**config.mk**
```make
export PLATFORM = sky130hd
export DESIGN_NAME = multicycle_ctrl
export DESIGN_NICKNAME = d
export VERILOG_FILES = /design/src/rtl/multicycle_ctrl.sv
export SDC_FILE = /design/constraint.sdc
export NUM_CORES = 1
export LEC_CHECK = 0
export BUFFER_PORTS_ARGS = -buffer_cell sky130_fd_sc_hd__buf_4
export CAP_MARGIN = 10
export CORE_MARGIN = 2
export CORE_UTILIZATION = 42
export DETAILED_ROUTE_END_ITERATION = 8
export PLACE_DENSITY = 0.86
export SLEW_MARGIN = 20
export SYNTH_ARGS = -nofsm -noshare
export SYNTH_HDL_FRONTEND = slang
export SYNTH_SLANG_ARGS = --single-unit
```
**constraint.sdc**
```tcl
create_clock -name clk -period 1.4 [get_ports clk]
set_clock_uncertainty 0.05 [all_clocks]
set_input_delay 0.14 -clock clk [delete_from_list [all_inputs] [get_ports clk]]
set_output_delay 0.14 -clock clk [all_outputs]
set_load 0.05 [all_outputs]
```
**src/rtl/multicycle_ctrl.sv**
```systemverilog
// Multicycle RISC-V control FSM: sequences Fetch/Decode/Execute/Memory/Writeback.
// Latency: Moore outputs decoded from the state register. ImmSrc, ALUControl and BEQ PCWrite follow their inputs in the same cycle.
// Backpressure: none. The FSM advances every cycle, and synchronous reset aborts the current instruction.
//
// Ports:
//   clk, reset                     rising-edge clock, synchronous active-high reset
//   op, funct3, funct7b5, Zero     instruction fields from the IR and the ALU zero flag
//   PCWrite, AdrSrc, MemWrite,     datapath enables and mux selects
//   IRWrite, ResultSrc, ALUSrcA,
//   ALUSrcB, ImmSrc, ALUControl,
//   RegWrite
//   retire                         pulses in the last state of each instruction
//   illegal                        pulses in DECODE for an unsupported opcode
//   state                          current state code
module multicycle_ctrl (
  input  logic       clk,
  input  logic       reset,
  input  logic [6:0] op,
  input  logic [2:0] funct3,
  input  logic       funct7b5,
  input  logic       Zero,
  output logic       PCWrite,
  output logic       AdrSrc,
  output logic       MemWrite,
  output logic       IRWrite,
  output logic [1:0] ResultSrc,
  output logic [1:0] ALUSrcA,
  output logic [1:0] ALUSrcB,
  output logic [1:0] ImmSrc,
  output logic [2:0] ALUControl,
  output logic       RegWrite,
  output logic       retire,
  output logic       illegal,
  output logic [3:0] state
);

  typedef enum logic [3:0] {
    S_FETCH    = 4'd0,
    S_DECODE   = 4'd1,
    S_MEMADR   = 4'd2,
    S_MEMREAD  = 4'd3,
    S_MEMWB    = 4'd4,
    S_MEMWRITE = 4'd5,
    S_EXECR    = 4'd6,
    S_ALUWB    = 4'd7,
    S_EXECI    = 4'd8,
    S_JAL      = 4'd9,
    S_BEQ      = 4'd10
  } state_t;

  localparam logic [6:0] OP_LW   = 7'b0000011;
  localparam logic [6:0] OP_SW   = 7'b0100011;
  localparam logic [6:0] OP_R    = 7'b0110011;
  localparam logic [6:0] OP_I    = 7'b0010011;
  localparam logic [6:0] OP_BEQ  = 7'b1100011;
  localparam logic [6:0] OP_JAL  = 7'b1101111;

  localparam logic [2:0] ALU_ADD = 3'b000;
  localparam logic [2:0] ALU_SUB = 3'b001;
  localparam logic [2:0] ALU_AND = 3'b010;
  localparam logic [2:0] ALU_OR  = 3'b011;
  localparam logic [2:0] ALU_SLT = 3'b101;

  state_t state_q, state_d;
  state_t dec_state;
  logic   op_legal;
  logic   pc_write, mem_write, ir_write, reg_write, retire_i, illegal_i;
  logic [1:0] alu_op;

  always_comb begin
    op_legal = 1'b0;
    case (op)
      OP_LW, OP_SW, OP_R, OP_I, OP_BEQ, OP_JAL: op_legal = 1'b1;
      default:                                  op_legal = 1'b0;
    endcase
  end

  // Next-state logic. Codes 11-15 fall into default and recover to FETCH.
  always_comb begin
    state_d = S_FETCH;
    case (state_q)
      S_FETCH:  state_d = S_DECODE;
      S_DECODE: begin
        case (op)
          OP_LW, OP_SW: state_d = S_MEMADR;
          OP_R:         state_d = S_EXECR;
          OP_I:         state_d = S_EXECI;
          OP_BEQ:       state_d = S_BEQ;
          OP_JAL:       state_d = S_JAL;
          default:      state_d = S_FETCH;
        endcase
      end
      S_MEMADR:  state_d = (op == OP_LW) ? S_MEMREAD : S_MEMWRITE;
      S_MEMREAD: state_d = S_MEMWB;
      S_EXECR:   state_d = S_ALUWB;
      S_EXECI:   state_d = S_ALUWB;
      S_JAL:     state_d = S_ALUWB;
      default:   state_d = S_FETCH;
    endcase
  end

  always_ff @(posedge clk) begin
    if (reset) state_q <= S_FETCH;
    else       state_q <= state_d;
  end

  // During reset the selects present the FETCH decode. The enables are
  // gated separately below so that an aborted instruction cannot write.
  assign dec_state = reset ? S_FETCH : state_q;

  always_comb begin
    pc_write  = 1'b0;
    AdrSrc    = 1'b0;
    mem_write = 1'b0;
    ir_write  = 1'b0;
    ResultSrc = 2'b00;
    ALUSrcA   = 2'b00;
    ALUSrcB   = 2'b00;
    alu_op    = 2'b00;
    reg_write = 1'b0;
    retire_i  = 1'b0;
    illegal_i = 1'b0;
    case (dec_state)
      S_FETCH: begin
        ir_write  = 1'b1;
        ALUSrcB   = 2'b10;
        ResultSrc = 2'b10;
        pc_write  = 1'b1;
      end
      S_DECODE: begin
        ALUSrcA   = 2'b01;
        ALUSrcB   = 2'b01;
        illegal_i = ~op_legal;
      end
      S_MEMADR: begin
        ALUSrcA = 2'b10;
        ALUSrcB = 2'b01;
      end
      S_MEMREAD: AdrSrc = 1'b1;
      S_MEMWB: begin
        ResultSrc = 2'b01;
        reg_write = 1'b1;
        retire_i  = 1'b1;
      end
      S_MEMWRITE: begin
        AdrSrc    = 1'b1;
        mem_write = 1'b1;
        retire_i  = 1'b1;
      end
      S_EXECR: begin
        ALUSrcA = 2'b10;
        alu_op  = 2'b10;
      end
      S_ALUWB: begin
        reg_write = 1'b1;
        retire_i  = 1'b1;
      end
      S_EXECI: begin
        ALUSrcA = 2'b10;
        ALUSrcB = 2'b01;
        alu_op  = 2'b10;
      end
      S_JAL: begin
        ALUSrcA  = 2'b01;
        ALUSrcB  = 2'b10;
        pc_write = 1'b1;
      end
      S_BEQ: begin
        ALUSrcA  = 2'b10;
        alu_op   = 2'b01;
        pc_write = Zero;
        retire_i = 1'b1;
      end
      default: ;
    endcase
  end

  assign PCWrite  = pc_write  & ~reset;
  assign MemWrite = mem_write & ~reset;
  assign IRWrite  = ir_write  & ~reset;
  assign RegWrite = reg_write & ~reset;
  assign retire   = retire_i  & ~reset;
  assign illegal  = illegal_i & ~reset;
  assign state    = state_q;

  // The immediate format depends only on the opcode, so it is valid in every state.
  always_comb begin
    ImmSrc = 2'b00;
    case (op)
      OP_SW:   ImmSrc = 2'b01;
      OP_BEQ:  ImmSrc = 2'b10;
      OP_JAL:  ImmSrc = 2'b11;
      default: ImmSrc = 2'b00;
    endcase
  end

  // funct3=000 subtracts only for R-type (op[5]=1) with funct7b5 set.
  // addi ignores Instr[30], because that bit belongs to its immediate.
  always_comb begin
    ALUControl = ALU_ADD;
    case (alu_op)
      2'b00: ALUControl = ALU_ADD;
      2'b01: ALUControl = ALU_SUB;
      default: begin
        case (funct3)
          3'b000:  ALUControl = (funct7b5 & op[5]) ? ALU_SUB : ALU_ADD;
          3'b010:  ALUControl = ALU_SLT;
          3'b110:  ALUControl = ALU_OR;
          3'b111:  ALUControl = ALU_AND;
          default: ALUControl = ALU_ADD;
        endcase
      end
    endcase
  end

endmodule

```
==> reports/metrics.cfg, run 1 <==
[outcome]
status=did not finish
haltStage=detailed placement (3_5_place_dp)
error=[ERROR DPL-0033] detailed placement checks failed during check placement.

[synth]
synth_top_area_frac=0.128
postSynthCellCount=87
syn_area_um2=624
seq_area_frac_synth=0.128
yosys_warnings=0
synth_area_per_cell_um2=7.18
ys_ff_latch=4
yosysTopAreaCell=dfxtp_1
synthTopCellsByArea=dfxtp_1, nor3_1, a21oi_1
synth_nets=101
synth.distinct_cells=40

[floorplanning]
start_util=0.462
rows=13
die_y_um=42.6
num_io_pins=36
die_w_um=42.6

[place]
port_buffers=35
gp_congestion=0.885
dp_hpwl_um=2840

## cells by family after synthesis
family,after synthesis,synth area share
AND/OR/NAND/NOR,45,0.433
buffers and inverters,11,0.114
XOR/XNOR,3,0.0421
multiplexers,1,0.0180
flip-flops,4,0.128
AO/OA/AOI/OAI,23,0.265
## cell usage after synthesis
master / instances
xor2_1: 1
buf_2: 3
a31oi_1: 3
nor4_1: 3
nor3b_1: 1
mux2_2: 1
or4_4: 1
nor3_1: 8
and3_1: 1
nor3b_2: 1
inv_1: 4
o31ai_1: 2
o41ai_1: 1
inv_2: 1
a211oi_1: 1
buf_8: 1
a2111oi_2: 1
nand4_1: 2
o21ai_1: 1
or3_1: 1
nand2b_1: 3
a2111oi_1: 1
nand4bb_4: 1
xnor2_1: 2
or2_2: 1
nor2_1: 7
nand3b_1: 1
o211ai_1: 1
nor2b_1: 3
a21oi_1: 7
a21o_1: 1
nand2_1: 8
o21ai_0: 2
buf_6: 2
a211o_1: 1
o21ba_4: 1
nand3_1: 1
nand2_2: 1
nand2b_2: 1
dfxtp_1: 4
## per-stage QoR
step | instances | hold slack (ps) | TNS, ps
after global placement | 156 | 501 | -248
after floorplan | 87 | 283 | -2860
==> run 2: changes to the inputs <==
CORE_AREA = 2 2 63 65   (was default)
CORE_MARGIN = default   (was 2)
CORE_UTILIZATION = default   (was 42)
DIE_AREA = 0 0 65 67   (was default)
PLACE_DENSITY = default   (was 0.86)
PLACE_DENSITY_LB_ADDON = 0.15   (was default)
==> reports/metrics.cfg, run 2 <==
[sta]
finalSetupViolCount=16
tightest_slew_ps=424
max_freq_ghz=0.594
hold_violations=0
layout_setup_ws_ps=-283
period_share=1.20
relSlewSlack=0.715
min_period_ps=1680
grt_setup_unrepaired=yes
drv_slew=0

[floorplanning]
die-area_um2=4360
num_io_pins=36  ; unchanged
die_y_um=67  ; was 42.6 µm
start_util=0.173  ; was 0.462
die_w_um=65  ; was 42.6 µm
design.core.area_um2=3610
rows=22  ; was 13

[power]
power.leakage_nw=0.683
peakVddDrop_uv=181
power.total_uw=688
power.density_nw_per_um2=404

[cts]
cts_tree=yes
root_buffer=clkbuf_8
cts.sinks=4
clock_latency_ps=220
postCtsHoldBufs=0
cts_buffer_depth=2
cts.clk_slew.worst_paths_ps=30
cts_max_level=1
cts_buffers=3

[finish]
final_cell_mix=buf_4, buf_6, a21oi_1
largest_reg_flops=4
diodes=0
drive_gt1_frac=0.763
layoutNonFillerInstCount=208
fin_area_um2=1700
fillerInstances=341
nets=176
areaGrowthSynthToFinish_pct=172
final_common_cell=buf_4

[drt]
initialDrtViolationCount=26
vias=936
drc=0
via_per_inst=4.50
wl_per_cell_um=12.8
drt_wl_total_um=2650
postRouteAntennaNets=0
firstDrtPassIters=4

[outcome]
violations=setup timing
status=finished with violations  ; was did not finish

[place]
dp_hpwl_um=2160  ; was 2840 µm
dp_slack_ps=-86.6
place_inst=198
port_buffers=35  ; unchanged
gp_congestion=0.810  ; was 0.885
place_area_um2=1420

[worst_setup_path]
cp.arrival_ps=1490
start_kind=flop
r2r_cells=5
critPathMaxFanout=3
worstPathRequired_ps=1210
critical_path_class=flop to output port
worstSetupEndpointType=output port

[synth]
ys_ff_latch=4  ; unchanged
synth_area_per_cell_um2=7.18  ; unchanged
synth_edf_count=0  ; unchanged
postSynthCellCount=87  ; unchanged
ys_async_sr_fraction=0  ; unchanged
yosys_warnings=0  ; unchanged
yosysTopAreaCell=dfxtp_1  ; unchanged
synthTopCellsByArea=dfxtp_1, nor3_1, a21oi_1  ; unchanged
synth_top_area_frac=0.128  ; unchanged
ys_top_cells_by_count=nand2_1, nor3_1, a21oi_1, nor2_1  ; unchanged
ys.flop_type=dfxtp_1  ; unchanged
synth_nets=101  ; unchanged
syn_area_um2=624  ; unchanged
synth.distinct_cells=40  ; unchanged
seq_area_frac_synth=0.128  ; unchanged

[global_routing]
grt_pass1_wl_um=4720
antenna_found_initial=0
grt_max_degree=9
first_global_vias=979
track_usage=0.139
overflow=0

[min_path]
hold_class=input pin to flop
hold_path_depth=4

[job]
max_cap_violations=0

==> run 2: cell counts after synthesis <==
No cell type changed its count.
==> run 2: power breakdown <==
group / internal, mW / leakage [nW] / switching, mW
registers: 0.112 / 0.0355 / 0.00857
clock network: 0.183 / 0.0216 / 0.0555
logic: 0.152 / 0.626 / 0.176
total: 0.447 / 0.683 / 0.241
==> run 2: cells by family (layout without fill, tap and decap cells) <==
family / after synthesis / in the layout / share of synthesized area
DFF: 4 / 4 / 0.128
AOI/OAI and AO/OA: 23 / 23 / 0.265
xor gates and xnor gates: 3 / 3 / 0.0421
and+or+nand+nor: 45 / 45 / 0.433
muxes: 1 / 1 / 0.0180
buffers and inverters: 11 / 84 / 0.114
==> run 2: path summary, 6_finish.rpt <==
check | to | slack [ps] | start
worst max-delay path | illegal | -280 | state[2]
worst min-delay path | state[1] | 370 | op[5]
worst max register to register | state[2] | 80 | state[1]
worst min register to register | state[3] | 640 | state[2]
==> run 2: worst max-delay path, cell delays in order, from the launching register on <==
cell     delay, ps
dfxtp_4        350
or4_4          550
nor3b_4        200
buf_6          180
==> run 2: repair_timing <==
action                     in CTS  in global routing
resized for setup              37                  8
cloned                          0                  0
setup buffers                   4                  4
setup endpoints to repair      16                 17
pin swaps                       8                  8
==> run 2: metal layers <==
metal / vias up / GRT usage / wire [µm]
met5: - / 0 / 0
met2: 23 / 0.236 / 1400
li1: 471 / - / -
met1: 440 / 0.180 / 1140
met3: 2 / 0.0203 / 94
met4: 0 / 0.0479 / 18
==> run 2: per-stage QoR <==
step | setup TNS (ps) | hold WS, ps | util
floorplan | -2860 | 283 | -
global placement | -250 | 536 | 0.394
detailed placement | -281 | 542 | 0.394
CTS | -2520 | 369 | 0.454
global route | -3290 | 397 | 0.472
finish | -2310 | 365 | 0.472
==> run 2: final cells by class <==
cell class / instances / area, µm² / share of cell area
Sequential cell: 4 / 95.1 / 0.0559
Inverter: 5 / 26.3 / 0.0155
Clock buffer: 3 / 41.3 / 0.0243
Multi-Input combinational cell: 72 / 762 / 0.448
Tap cell: 48 / 60.1 / 0.0353
Timing Repair Buffer: 76 / 716 / 0.421
No activity file was read; power rests on OpenSTA's default activity.
